<file path="config.mk">
export PLATFORM = sky130hd
export DESIGN_NAME = dic_tx_sched
export DESIGN_NICKNAME = d
export VERILOG_FILES = /design/src/rtl/dic_tx_sched.sv
export SDC_FILE = /design/constraint.sdc
export NUM_CORES = 1
export LEC_CHECK = 0
export ABC_AREA = 1
export CAP_MARGIN = 20
export CORE_MARGIN = 2
export CORE_UTILIZATION = 43
export CTS_BUF_LIST = sky130_fd_sc_hd__clkbuf_8
export CTS_CLUSTER_SIZE = 16
export DETAILED_ROUTE_END_ITERATION = 10
export GPL_TIMING_DRIVEN = 1
export REMOVE_ABC_BUFFERS = 1
export SYNTH_ARGS = -nofsm -noshare
export SYNTH_HDL_FRONTEND = slang
export SYNTH_SLANG_ARGS = --single-unit
export TNS_END_PERCENT = 30
</file>
<file path="constraint.sdc">
create_clock -name clk -period 2.5 [get_ports clk]
set_clock_uncertainty 0.2 [all_clocks]
set_input_delay 0.25 -clock clk [delete_from_list [all_inputs] [get_ports clk]]
set_output_delay 0.25 -clock clk [all_outputs]
set_load 0.02 [all_outputs]
</file>
<file path="src/rtl/dic_tx_sched.sv">
`default_nettype none
// ============================================================================
//  Module      : dic_tx_sched
//  Description : Shares the UART transmitter between the key echo (every rx
//                byte) and the once-per-second "MM:SSf\r\n" time report.
//                Echo has priority. A report frame is never interrupted.
//  Revision    : 1.0 - initial release
// ============================================================================
module dic_tx_sched #(
  parameter int ECHO_DEPTH = 4,
  parameter int FRAME_LEN  = 8
) (
  input  logic       clk,
  input  logic       rst,
  input  logic       rx_data_rdy,
  input  logic [7:0] rx_data,
  input  logic       tick1s,
  input  logic       rpt_ena,
  input  logic       alarm_ena,
  input  logic [3:0] dMtens,
  input  logic [3:0] dMones,
  input  logic [3:0] dStens,
  input  logic [3:0] dSones,
  input  logic       tx_rdy,
  output logic [7:0] tx_data,
  output logic       tx_data_vld,
  output logic       echo_ovf,
  output logic       busy
);

  localparam int c_aw = $clog2(ECHO_DEPTH);
  localparam int c_cw = c_aw + 1;
  localparam int c_iw = $clog2(FRAME_LEN);
  localparam logic [c_cw-1:0] c_full = c_cw'(ECHO_DEPTH);
  localparam logic [c_iw-1:0] c_last = c_iw'(FRAME_LEN - 1);

  typedef enum logic [1:0] {
    S_IDLE  = 2'd0,
    S_ECHO  = 2'd1,
    S_FRAME = 2'd2
  } state_t;

  state_t            state_q, state_d;
  logic [7:0]        fifo_q [ECHO_DEPTH];
  logic [c_aw-1:0]   wr_ptr_q, wr_ptr_d;
  logic [c_aw-1:0]   rd_ptr_q, rd_ptr_d;
  logic [c_cw-1:0]   cnt_q, cnt_d;
  logic              ovf_q, ovf_d;
  logic              pend_q, pend_d;
  // Frame snapshot: {alarm, Mtens, Mones, Stens, Sones}
  logic [16:0]       snap_q, snap_d;
  logic [c_iw-1:0]   idx_q, idx_d;
  logic [7:0]        txd_q, txd_d;
  logic              vld_q, vld_d;

  logic              w_push;
  logic              w_pop;
  logic              w_start_frame;
  logic              w_xfer;
  logic              w_full;
  logic              w_empty;
  logic [16:0]       w_snap_now;

  // Byte of the report frame at position idx, built from a digit snapshot
  function automatic logic [7:0] frame_byte(input logic [c_iw-1:0] idx,
                                             input logic [16:0]     snap);
    logic [7:0] b;
    b = 8'h00;
    case (idx)
      c_iw'(0): b = {4'h3, snap[15:12]};
      c_iw'(1): b = {4'h3, snap[11:8]};
      c_iw'(2): b = 8'h3A;
      c_iw'(3): b = {4'h3, snap[7:4]};
      c_iw'(4): b = {4'h3, snap[3:0]};
      c_iw'(5): b = snap[16] ? 8'h41 : 8'h20;
      c_iw'(6): b = 8'h0D;
      c_iw'(7): b = 8'h0A;
      default:  b = 8'h00;
    endcase
    return b;
  endfunction

  assign w_full     = (cnt_q == c_full);
  assign w_empty    = (cnt_q == '0);
  assign w_xfer     = vld_q & tx_rdy;
  assign w_push     = rx_data_rdy & ~w_full;
  assign w_snap_now = {alarm_ena, dMtens, dMones, dStens, dSones};

  // Grant arbitration, handshake sequencing and FIFO/request bookkeeping
  always_comb begin
    state_d       = state_q;
    txd_d         = txd_q;
    vld_d         = vld_q;
    idx_d         = idx_q;
    snap_d        = snap_q;
    w_pop         = 1'b0;
    w_start_frame = 1'b0;
    case (state_q)
      S_IDLE: begin
        if (!w_empty) begin
          w_pop   = 1'b1;
          txd_d   = fifo_q[rd_ptr_q];
          vld_d   = 1'b1;
          state_d = S_ECHO;
        end else if (pend_q) begin
          w_start_frame = 1'b1;
          snap_d        = w_snap_now;
          idx_d         = '0;
          txd_d         = frame_byte('0, w_snap_now);
          vld_d         = 1'b1;
          state_d       = S_FRAME;
        end
      end
      S_ECHO: begin
        if (w_xfer) begin
          vld_d   = 1'b0;
          state_d = S_IDLE;
        end
      end
      S_FRAME: begin
        if (w_xfer) begin
          if (idx_q == c_last) begin
            vld_d   = 1'b0;
            idx_d   = '0;
            state_d = S_IDLE;
          end else begin
            idx_d = idx_q + c_iw'(1);
            txd_d = frame_byte(idx_q + c_iw'(1), snap_q);
          end
        end
      end
      default: begin
        vld_d   = 1'b0;
        state_d = S_IDLE;
      end
    endcase

    wr_ptr_d = w_push ? wr_ptr_q + c_aw'(1) : wr_ptr_q;
    rd_ptr_d = w_pop  ? rd_ptr_q + c_aw'(1) : rd_ptr_q;
    cnt_d    = cnt_q + c_cw'(w_push) - c_cw'(w_pop);
    // Full is judged before any same-cycle pop, so that byte is lost
    ovf_d    = ovf_q | (rx_data_rdy & w_full);
    // A tick arriving while a request is being served folds into it
    if (w_start_frame) begin
      pend_d = 1'b0;
    end else begin
      pend_d = pend_q | (tick1s & rpt_ena);
    end
  end

  // State and datapath registers; reset abandons any frame in flight
  always_ff @(posedge clk) begin
    if (rst) begin
      state_q  <= S_IDLE;
      wr_ptr_q <= '0;
      rd_ptr_q <= '0;
      cnt_q    <= '0;
      ovf_q    <= 1'b0;
      pend_q   <= 1'b0;
      snap_q   <= '0;
      idx_q    <= '0;
      txd_q    <= 8'h00;
      vld_q    <= 1'b0;
    end else begin
      state_q  <= state_d;
      wr_ptr_q <= wr_ptr_d;
      rd_ptr_q <= rd_ptr_d;
      cnt_q    <= cnt_d;
      ovf_q    <= ovf_d;
      pend_q   <= pend_d;
      snap_q   <= snap_d;
      idx_q    <= idx_d;
      txd_q    <= txd_d;
      vld_q    <= vld_d;
    end
  end

  // Echo storage; entry validity is carried by the count, so no reset
  always_ff @(posedge clk) begin
    if (w_push) begin
      fifo_q[wr_ptr_q] <= rx_data;
    end
  end

  assign tx_data     = txd_q;
  assign tx_data_vld = vld_q;
  assign echo_ovf    = ovf_q;
  assign busy        = (state_q != S_IDLE) | ~w_empty | pend_q;

endmodule
`default_nettype wire
</file>
==> reports/qor.yml, run 1 <==
status: "complete, no violations"
hpwl_um: 5007
rows: 32
cts_hold_buffers: 0
synthMuxAreaShare_pct: 0
fp.dieArea_um2: 8633
wl_um: 7139
setup_viol: 0
synth-simple-area-share_pct: 25.03
drive_gt1_share_pct: 7.424
maxSlewViolCount: 0
ys_ff_latch: 74
p_switching_mw: 1.606
p_clk_share_pct: 20.8
crit_path_start_kind: "flip-flop"
fin_tns_setup_ns: 0
cts_root_buf: "clkbuf_8"
clock_latency_ns: 0.35
antenna_cells: 0
ios: 42
routabilityCongestion: 0.8674
grt_start_max_net_pins: 32
cp.required_ns: 2.55
fin_crit_sh_pct: 95.90
cts_setup_buffers: 0
ant_nets: 0
rsz0062_at_grt: "false"
synthXorXnorAreaFrac_pct: 0
total_power_mw: 4.215
antenna_found_initial: 0
cts-buffers-inserted: 9
hold_class: "flip-flop to flip-flop"
p_leak_nw: 1.788
worstSetupPathType: "flip-flop to flip-flop"
dr.pass1.iters: 4
synth_adder_area_share_pct: 5.006
cts_resized: 0
yosysSeqAreaShare_pct: 53.00
fmaxAchievable_ghz: 0.4171
grt_overflow: 0
avgSynthCellArea_um2: 8.394
track_usage_pct: 17.96
vdd_drop_max_mv: 0.5646
pwr-share-comb_pct: 39.9
drc: 0
synth_cell_types: 30
design_area_um2: 4106
drt-wirelength-per-cell_um: 12.75
crit_arrival_ns: 2.45
internal-power_mw: 2.610
multi_input_area_um2: 1346
fp.coreArea_um2: 7687
sw_frac_of_total_pct: 38.09
synth_top_family_by_area: "simple AND/OR/NAND/NOR gates"
cts_max_path_buffers: 2
die_w_um: 92.92
areaGrowthSynthToFinish_pct: 20.80
worst_slew_pin_slew_ns: 0.5202
regArea_um2: 1802
clock-sinks: 74
clk_pin_slew_worst_paths_ns: 0.08
grt_pass1_vias: 2510
placed_area_um2: 3919
yosysWarnings: 0
drv_cap: 0
hold_viol_final: 0
syn_area_um2: 3400
dr.first_iter.drc_count: 147
netlist_instances: 405
viasPerCell: 4.820
nFillCells: 760
vias: 2699
pwr_density_cell_nw_per_um2: 1027
end_kind: "flip-flop"
power_frac_seq_pct: 39.4
slew_headroom_pct: 65.28
start_util_pct: 44.22
nets: 497
die-height_um: 92.92
portBuffers: 41
grt_pass1_wl_um: 11840
htree_levels: 3
synth_compound_area_share_pct: 9.569
crit_fanout: 9
fin_crit_ns: 2.398
cts_tree: "yes"
-- cell families (layout without fill, tap and decap cells) --
group	count (synthesis)	after routing
AOI/OAI and AO/OA	63	63
adders and majority gates	13	13
buffers and inverters	57	110
DFF	74	74
and+or+nand+nor	198	198
-- metal layers --
metal | track usage [%] | routed length (um) | share of wire [%] | vias to the layer above
li1 | - | - | - | 1409
met1 | 23.09 | 3379 | 47 | 1220
met2 | 28.20 | 3307 | 46 | 61
met3 | 5.940 | 382 | 5.4 | 9
met4 | 6.618 | 70 | 0.98 | 0
met5 | 0 | 0 | 0 | -
-- metrics by stage --
step | util (%) | instances | hold slack, ns | setup slack, ns
after global placement | 50.98 | 544 | 0.2475 | 0.2042
final | 53.42 | 560 | 0.2598 | 0.1024
after CTS | 53.42 | 560 | 0.2630 | 0.07656
after detailed placement | 50.98 | 544 | 0.2487 | 0.09585
after floorplan | - | 392 | 0.1167 | 0.2316
after global routing | 53.42 | 560 | 0.2919 | 0.0009706
-- power groups by stage --
stage | combinational [mW] | sequential [mW] | clock (mW)
finish | 1.68 | 1.66 | 0.875
global route | 1.92 | 1.69 | 0.944
CTS | 1.70 | 1.66 | 0.894
detailed placement | 1.69 | 1.69 | 0
global placement | 1.66 | 1.68 | 0
floorplan | 1.05 | 1.74 | 0
-- cell type report --
| type | instances | area share (%) |
|---|---|---|
| multi-input combinational | 274 | 32.78 |
| tap | 102 | 3.108 |
| sequential | 74 | 43.88 |
| timing repair buffer | 50 | 11.64 |
| clock buffer | 10 | 3.352 |
| clock inverter | 6 | 1.219 |
| inverter | 44 | 4.022 |
-- critical path, stage by stage, from the launching register on --
cell and delay (ns):
dfxtp_1 0.37, or2_1 0.28, o21ai_2 0.30, ha_1 0.29, inv_1 0.05, ha_1 0.14
inv_1 0.05, fa_1 0.38, o21ai_0 0.18, a21oi_1 0.05
-- sequential cells by signal, summed over array words and instances, names as in the netlist, 2 cells and up, named ones only --
register and count:
snap_q 17, tx_data 8, fifo_q 32, idx_q 3, rd_ptr_q 2, state_q 2, wr_ptr_q 2, cnt_q 3
-- cell usage in the layout, fill, tap and decap left out, drive strengths merged --
cell type / synthesis / final
ha: 12 / 12
buf: 10 / 9
clkdlybuf4s50: 0 / 41
o22ai: 2 / 2
inv: 44 / 47
a21oi: 26 / 26
nand3: 30 / 30
a31oi: 1 / 1
or2: 2 / 2
nand2: 103 / 103
nor3: 2 / 2
clkinv: 0 / 2
nand3b: 2 / 2
o21a: 1 / 1
clkbuf: 3 / 10
dfxtp: 42 / 42
nand4: 2 / 2
nor2: 57 / 57
o21ai: 33 / 33
edfxtp: 32 / 32
bufinv: 0 / 1
fa: 1 / 1
-- worst paths after layout --
check                 from  endpoint  slack (ns)  cells after the start
setup / recovery  cnt_q[1]  cnt_q[2]        0.10                      9
hold / removal    echo_ovf  echo_ovf        0.26                      2
setup reg to reg  cnt_q[1]  cnt_q[2]        0.10                      9
hold reg to reg   echo_ovf  echo_ovf        0.26                      2
-- cell usage after synthesis --
cell / instances / area share (%)
nand2_1: 99 / 11
nor2_1: 54 / 6.0
dfxtp_1: 42 / 25
inv_1: 41 / 4.5
edfxtp_1: 32 / 28
o21ai_0: 32 / 4.7
nand3_1: 29 / 4.3
a21oi_1: 26 / 3.8
ha_1: 12 / 4.4
buf_2: 5 / 0.74
buf_6: 3 / 0.99
inv_2: 3 / 0.33
buf_4: 2 / 0.44
clkbuf_1: 2 / 0.22
nand2_2: 2 / 0.37
nand2_4: 2 / 0.66
nand3b_1: 2 / 0.44
nand4_1: 2 / 0.37
nor2_4: 2 / 0.66
nor3_1: 2 / 0.29
o22ai_1: 2 / 0.37
a31oi_1: 1 / 0.18
clkbuf_2: 1 / 0.15
fa_1: 1 / 0.59
nand3_4: 1 / 0.52
nor2_2: 1 / 0.18
o21a_1: 1 / 0.22
o21ai_2: 1 / 0.26
or2_1: 1 / 0.18
or2_2: 1 / 0.18
No activity file was read; power rests on OpenSTA's default activity.
==> run 2: changes to the inputs <==
- CAP_MARGIN: 20 -> default
- CTS_CLUSTER_DIAMETER: default -> 100
==> results of run 2 <==
Same layout as run 1: the final DEF is identical, and so are final timing and power.
